<file path="src/rtl/master_volume.sv">
// Stereo master-gain stage: ramped Q1.7 gain on one shared multiplier (L then R),
// saturating output with a one-cycle valid pulse and a held clip indicator.
module master_volume #(
  parameter int DW        = 16,
  parameter int GW        = 8,
  parameter int CLIP_HOLD = 4096
) (
  input  logic                 clk,
  input  logic                 reset_n,
  input  logic                 ce_sample,
  input  logic signed [DW-1:0] in_l,
  input  logic signed [DW-1:0] in_r,
  input  logic [GW-1:0]        target_gain,
  input  logic                 mute,
  output logic signed [DW-1:0] out_l,
  output logic signed [DW-1:0] out_r,
  output logic                 out_valid,
  output logic                 busy,
  output logic                 clip,
  output logic [GW-1:0]        cur_gain
);

  localparam int PW = DW + GW + 1;
  localparam int CW = $clog2(CLIP_HOLD + 1);
  localparam logic signed [PW-1:0] MAX_V = PW'((2 ** (DW - 1)) - 1);
  localparam logic signed [PW-1:0] MIN_V = ~MAX_V;

  // Handshake: ce_sample is a one-cycle strobe taken only while busy=0 (state IDLE);
  // strobes seen while busy=1 are dropped. out_valid pulses for exactly one cycle,
  // during which out_l/out_r hold the new sample.
  typedef enum logic [1:0] {IDLE, MUL_L, MUL_R, OUT} state_t;
  state_t state, state_nxt;

  logic signed [DW-1:0] l_hold, r_hold, res_l, mul_a, sat_val;
  logic [GW-1:0]        gain_hold, eff_target;
  logic signed [PW-1:0] mul_ext, gain_ext, prod, scaled;
  logic                 sat_l, sat_hit, accept;
  logic [CW-1:0]        hold_cnt, hold_nxt;

  assign accept     = (state == IDLE) && ce_sample;
  assign busy       = (state != IDLE);
  assign eff_target = mute ? '0 : target_gain;

  always_comb begin
    state_nxt = state;
    case (state)
      IDLE:    if (ce_sample) state_nxt = MUL_L;
      MUL_L:   state_nxt = MUL_R;
      MUL_R:   state_nxt = OUT;
      OUT:     state_nxt = IDLE;
      default: state_nxt = IDLE;
    endcase
  end

  // Shared signed x unsigned multiplier; gain is zero-extended so it stays positive.
  always_comb begin
    mul_a    = (state == MUL_L) ? l_hold : r_hold;
    mul_ext  = {{(GW + 1){mul_a[DW-1]}}, mul_a};
    gain_ext = {{(DW + 1){1'b0}}, gain_hold};
    prod     = mul_ext * gain_ext;
    scaled   = prod >>> (GW - 1);
    sat_hit  = 1'b0;
    sat_val  = scaled[DW-1:0];
    if (scaled > MAX_V) begin
      sat_val = MAX_V[DW-1:0];
      sat_hit = 1'b1;
    end else if (scaled < MIN_V) begin
      sat_val = MIN_V[DW-1:0];
      sat_hit = 1'b1;
    end
  end

  // Saturation reloads the hold; otherwise each sample counts it down toward zero.
  always_comb begin
    hold_nxt = hold_cnt;
    if (sat_l || sat_hit)   hold_nxt = CW'(CLIP_HOLD);
    else if (hold_cnt != '0) hold_nxt = hold_cnt - CW'(1);
  end

  always_ff @(posedge clk or negedge reset_n) begin
    if (!reset_n) begin
      state     <= IDLE;
      l_hold    <= '0;
      r_hold    <= '0;
      gain_hold <= '0;
      res_l     <= '0;
      sat_l     <= 1'b0;
      out_l     <= '0;
      out_r     <= '0;
      out_valid <= 1'b0;
      clip      <= 1'b0;
      hold_cnt  <= '0;
      cur_gain  <= '0;
    end else begin
      state     <= state_nxt;
      out_valid <= 1'b0;
      if (accept) begin
        l_hold    <= in_l;
        r_hold    <= in_r;
        gain_hold <= cur_gain;
        if (cur_gain < eff_target)      cur_gain <= cur_gain + GW'(1);
        else if (cur_gain > eff_target) cur_gain <= cur_gain - GW'(1);
      end
      if (state == MUL_L) begin
        res_l <= sat_val;
        sat_l <= sat_hit;
      end
      // Results land on entry to OUT so they are stable for the whole valid cycle.
      if (state == MUL_R) begin
        out_l     <= res_l;
        out_r     <= sat_val;
        out_valid <= 1'b1;
        hold_cnt  <= hold_nxt;
        clip      <= (hold_nxt != '0);
      end
    end
  end

endmodule

</file>
<file path="config.mk">
export PLATFORM = sky130hd
export DESIGN_NAME = master_volume
export DESIGN_NICKNAME = d
export VERILOG_FILES = /design/src/rtl/master_volume.sv
export SDC_FILE = /design/constraint.sdc
export NUM_CORES = 1
export LEC_CHECK = 0
export CAP_MARGIN = 20
export CORE_MARGIN = 2
export CORE_UTILIZATION = 55
export DETAILED_ROUTE_END_ITERATION = 8
export PLACE_DENSITY = 0.72
export SLEW_MARGIN = 20
export SYNTH_ARGS = -nofsm -noshare
export SYNTH_HDL_FRONTEND = slang
export SYNTH_SLANG_ARGS = --single-unit
</file>
<file path="constraint.sdc">
create_clock -name clk -period 8.9 [get_ports clk]
set_input_delay 1.335 -clock clk [delete_from_list [all_inputs] [get_ports clk]]
set_output_delay 1.335 -clock clk [all_outputs]
set_load 0.03 [all_outputs]
</file>
==> results of run 1 <==
stage by stage:
| stage | instances | area (µm²) | hold WS [ps] |
|---|---|---|---|
| after floorplan | 1027 | 10100 | 474 |
| after global placement | 1312 | 11100 | 482 |
| after detailed placement | 1312 | 11100 | 490 |
| after CTS | 1344 | 11600 | 503 |
| after global routing | 1344 | 11600 | 513 |
| final | 1344 | 11600 | 498 |
flip-flops by register name (all words and copies together), names as in the netlist, 2 cells and up:
register / cells
l_hold: 16
out_l: 16
out_r: 16
r_hold: 16
res_l: 16
hold_cnt: 13
cur_gain: 8
gain_hold: 8
state: 2
synth_stat cells, types with 2 or more instances:
library cell  number  share of area
o31ai_1            2         0.0015
mux2_2            74          0.083
ha_1              65          0.081
or2_2              2         0.0012
o21ai_0           21          0.010
nor2_1            50          0.019
o21ai_1            3         0.0015
nand4_1            5         0.0031
and2_1            60          0.037
dfrtp_1          114           0.28
nand2b_1          12         0.0074
nor3_1             9         0.0045
xor2_1            12          0.010
inv_1            161          0.060
o21a_1             2         0.0015
or3_1              2         0.0012
or4_1              2         0.0015
nand3_1           16         0.0079
buf_2              5         0.0025
o22ai_1            5         0.0031
fa_1             102           0.20
a21o_1            12         0.0089
and3_1             2         0.0012
clkbuf_2           3         0.0015
o211ai_1           4         0.0030
o311ai_1           2         0.0017
xnor2_1           16          0.014
clkbuf_1          17         0.0063
nand2_1           83          0.031
a21oi_1           89          0.044
buf_4              2         0.0015
nor4_1             4         0.0025
a31oi_1            5         0.0031
mux2i_1            4         0.0040
nor2b_1           19          0.012
buf_1              5         0.0019
per-layer routing:
metal / routed length (µm) / track usage / share of wire
met5: 0 / 0 / 0
met4: 474 / 0.0776 / 0.022
met3: 813 / 0.0409 / 0.038
met2: 9680 / 0.358 / 0.46
met1: 10200 / 0.333 / 0.48
cell families (layout without fill, tap and decap cells):
family,after synthesis,after routing,synth area share
compound gates,165,165,0.0987
xor+xnor,28,28,0.0243
fa+ha+maj,168,168,0.284
buf+inv,196,284,0.0788
flops,114,114,0.283
mux,78,78,0.0867
simple gates,278,278,0.144
how the worst max path moves through the flow:
stage | start | end | slack, ps
global placement | state[1] | hold_cnt[8] | 1920
floorplan | state[1] | hold_cnt[8] | 2700
detailed placement | state[1] | hold_cnt[8] | 1760
finish | state[1] | hold_cnt[8] | 1740
global route | state[1] | res_l[8] | 1340
CTS | state[1] | hold_cnt[8] | 1720
worst max-delay path: stages (launching register included):
cell	delay (ps)
dfrtp_1	400
inv_1	120
ha_2	400
buf_4	480
mux2i_1	650
nor2b_1	140
fa_1	460
fa_1	540
inv_1	50
fa_1	470
fa_1	550
inv_1	40
ha_1	360
a21oi_1	240
nand2_1	90
o31ai_2	310
a2111oi_2	130
or3b_1	420
a2111o_1	440
o21ai_2	290
nand3_4	180
o311ai_1	270
area by class of cell:
class                           count  area (µm²)
Inverter                          161         604
Multi-Input combinational cell    717        6440
Sequential cell                   114        2850
Tap cell                          229         287
Clock buffer                       18         439
Clock inverter                     14         105
Fill cell                        1431        6340
Timing Repair Buffer               91         896
==> flow_metrics.tcl, run 1 <==
set metrics [dict create \
    final_cell_mix "inv_1, dfrtp_1, fa_1" \
    cap_violations 0 \
    syn_inst 1027 \
    cts_root_buf "clkbuf_16" \
    r2r-end "hold_cnt[8]" \
    die_x_um 139 \
    critPathMaxFanout 42 \
    cp-end-kind "register" \
    antenna_found_initial 0 \
    worstHoldPathCells 1 \
    ys.flop_type "dfrtp_1" \
    fin_skew_ps 8.02 \
    io_pins 87 \
    n_antenna_cell 0 \
    tns_ps 0 \
    grt_pass1_wl_um 36400 \
    gp_congestion 0.913 \
    startpoint_type "register" \
    worstReg2RegStart "state[1]" \
    ys_ff_latch 114 \
    insertion_delay_ps 410 \
    drc 0 \
    layout-drive-gt1-share 0.118 \
    outcome "completed" \
    whs_endpoint "l_hold[12]" \
    start_util 0.561 \
    setup_ws_ps 1740 \
    rsz0062_at_grt "false" \
    hold_start "l_hold[12]" \
    clock_path_buffers 2 \
    r2r_setup_slack_ps 1740 \
    worstMarginPinSlew_ps 1040 \
    postCtsResizedCells 0 \
    grt_max_degree 59 \
    cts.sinks 114 \
    cts_inserted_buffers 17 \
    final_util 0.647 \
    htree_levels 4 \
    wl_per_cell_um 15.8 \
    async_flop_share 1.00 \
    grt_pass1_vias 7389 \
    core.rowCount 49 \
    synthToLayoutAreaGrowth_pct 15.3 \
    yosysUniqueCellTypes 72 \
    syn_avg_cell_area_um2 9.81 \
    core_um2 18000 \
    routed-via-count 7246 \
    hold_buffers 0 \
    ys_warn_count 0 \
    path_class "reg -> reg" \
    min_period_over_period 0.804 \
    fmax_mhz 140 \
    port_buffers 86 \
    final_common_cell "inv_1" \
    slew_viol_final 0 \
    cts_tree "yes" \
    syn_area_um2 10100 \
    synth_edf_count 0 \
    drt-total-wl_um 21200 \
    place_ws_ps 1760 \
    detail_route.iter0.violations 386 \
    nNetsFinal 1313 \
    setup_viol 0 \
    drt-pass1-iter-count 4 \
    min_period_ps 7160 \
    synthesis.nets 1238 \
    yosysSeqAreaShare 0.283 \
    ant_nets 0 \
    dp_hpwl_um 16100 \
    r2r_cells 21 \
    clk_pin_slew_ps 60 \
    die_h_um 139 \
    hp-class "reg -> reg" \
    viasPerCell 5.39 \
    post_cts_buffers 0 \
    grt_overflow 0 \
    required_ps 9210 \
    die_area_um2 19400 \
    grt_usage 0.231 \
    cp_data_arrival_time_ps 7470 \
    maxSlewHeadroom 0.304 \
    hold_viol_final 0 \
]
Power of run 1 is left out: the tool's default activity adds up to more than one toggle a clock period on the data nets, which glitch-free logic cannot reach.
==> run 2: changes to the inputs <==
- CORE_UTILIZATION: 55 -> 54
- PLACE_DENSITY: 0.72 -> 0.74
- clock period: 8.9 -> 6.55 ns (I/O delays scaled with it)
==> run 2 against run 1 <==
Largest cell class unchanged. Global-route usage decreased by 0.19 points. Register-to-register slack lost 1500 ps. Utilization up 1.4 points.
==> flow_metrics.tcl, run 2 (synthesis results as in run 1) <==
set metrics [dict create \
    worstMarginPinSlew_ps 906 \
    core_um2 18100 \
    die_h_um 141 \
    port_buffers 86 \
    drt-total-wl_um 21400 \
    grt_max_degree 71 \
    start_util 0.555 \
    fin_skew_ps 8.02 \
    outcome "completed" \
    layout-drive-gt1-share 0.149 \
    r2r_cells 21 \
    antenna_found_initial 0 \
    htree_levels 4 \
    n_fill_cell 1442 \
    seq_area_um2 2850 \
    io_pins 87 \
    cp-end-kind "register" \
    detail_route.iter0.violations 429 \
    min_period_over_period 0.957 \
    r2r-end "hold_cnt[8]" \
    holdWs_ps 499 \
    synthToLayoutAreaGrowth_pct 19.0 \
    setup_viol 0 \
    cp_data_arrival_time_ps 6590 \
    critPathMaxFanout 17 \
    startpoint_type "register" \
    path_class "reg -> reg" \
    clock_path_buffers 2 \
    worstReg2RegStart "state[1]" \
    wl_per_cell_um 15.7 \
    grt_pass1_vias 7480 \
    cts.sinks 114 \
    grt_usage 0.229 \
    cts_root_buf "clkbuf_16" \
    whs_endpoint "r_hold[9]" \
    required_ps 6870 \
    cap_violations 0 \
    clk_pin_slew_ps 60 \
    slew_viol_final 0 \
    hold_buffers 0 \
    dp_hpwl_um 16400 \
    hp-class "reg -> reg" \
    r2r_setup_slack_ps 280 \
    nNetsFinal 1333 \
    die_x_um 141 \
    maxSlewHeadroom 0.396 \
    final_common_cell "inv_1" \
    drc 0 \
    hold_viol_final 0 \
    cts_tree "yes" \
    tns_ps 0 \
    worstHoldPathCells 1 \
    cts_inserted_buffers 17 \
    n_antenna_cell 0 \
    viasPerCell 5.39 \
    routed-via-count 7347 \
    hold_start "r_hold[9]" \
    grt_overflow 0 \
    final_cell_mix "inv_1, dfrtp_1, fa_1" \
    min_period_ps 6270 \
    ant_nets 0 \
    fmax_mhz 159 \
    core.rowCount 49 \
    multi_input_area_um2 6580 \
    gp_congestion 0.902 \
    grt_pass1_wl_um 36700 \
    die_area_um2 19800 \
    insertion_delay_ps 410 \
    drt-pass1-iter-count 5 \
]
## run 2: changes by cell type in the layout (fill, tap and decap cells not counted), moves of 3 or more
cell       delta
ha_2          +6
bufinv_16     +4
mux2_4        +3
ha_1          -7
inv_6         -4
a21oi_1       -3
buf_4        +18
mux2_2        -3
## run 2: layout make-up
cell class	count	area share
clock buffer	20	0.0372
clock inverter	10	0.0134
inverter	161	0.0504
multi-input combinational	717	0.549
sequential	114	0.238
tap	229	0.0239
timing repair buffer	111	0.0886
## run 2: through the flow
| step | area [µm²] | util | std cells | setup WS [ps] |
|---|---|---|---|---|
| CTS | 11800 | 0.652 | 1360 | 23.0 |
| finish | 12000 | 0.661 | 1362 | 279 |
| floorplan | 10100 | - | 1027 | 353 |
| detailed placement | 11200 | 0.618 | 1330 | -102 |
| global route | 12000 | 0.661 | 1362 | -0.759 |
| global placement | 11200 | 0.618 | 1330 | -4.07 |
## run 2: worst max-delay path, cell delays in order (launching register included)
cell	delay, ps
dfrtp_1	400
inv_2	100
ha_4	170
buf_12	170
mux2_2	420
and2_1	200
fa_1	570
fa_1	450
fa_1	560
inv_1	60
fa_1	530
inv_1	40
ha_1	330
a21oi_4	190
nand2_1	110
o31ai_4	260
a2111oi_4	130
or3b_1	420
a2111o_1	470
o21ai_4	140
nand3_4	150
o311ai_1	260
## run 2: worst max-delay path by stage
stage                   endpoint  slack (ps)  cells past startpoint     start
detailed placement  hold_cnt[11]        -100                     21  state[1]
floorplan            hold_cnt[8]         350                     22  state[1]
CTS                 hold_cnt[11]          20                     22  state[1]
global route         hold_cnt[8]        -0.8                     23  state[1]
finish               hold_cnt[8]         280                     21  state[1]
global placement     hold_cnt[8]          -4                     21  state[1]
## run 2: timing repair
action | 4_1_cts | 5_1_grt
endpoints found under the hold margin | 0 | 0
pin swaps | 0 | 3
gates resized for setup | 3 | 33
setup endpoints to repair | 24 | 45
buffers inserted | 0 | 2
## run 2: layer usage
metal	track usage	vias to the layer above	wire length [µm]
li1	-	3537	-
met1	0.321	3586	10100
met2	0.371	195	9990
met3	0.0452	29	957
met4	0.0568	0	349
met5	0	-	0
Power of run 2 is left out for the same reason.
==> run 3: changes to the inputs <==
- CTS_CLUSTER_SIZE: unset -> 28
==> results of run 3 <==
Final layout, timing and power as in run 2 (identical DEF).
Power of run 3 is left out for the same reason.
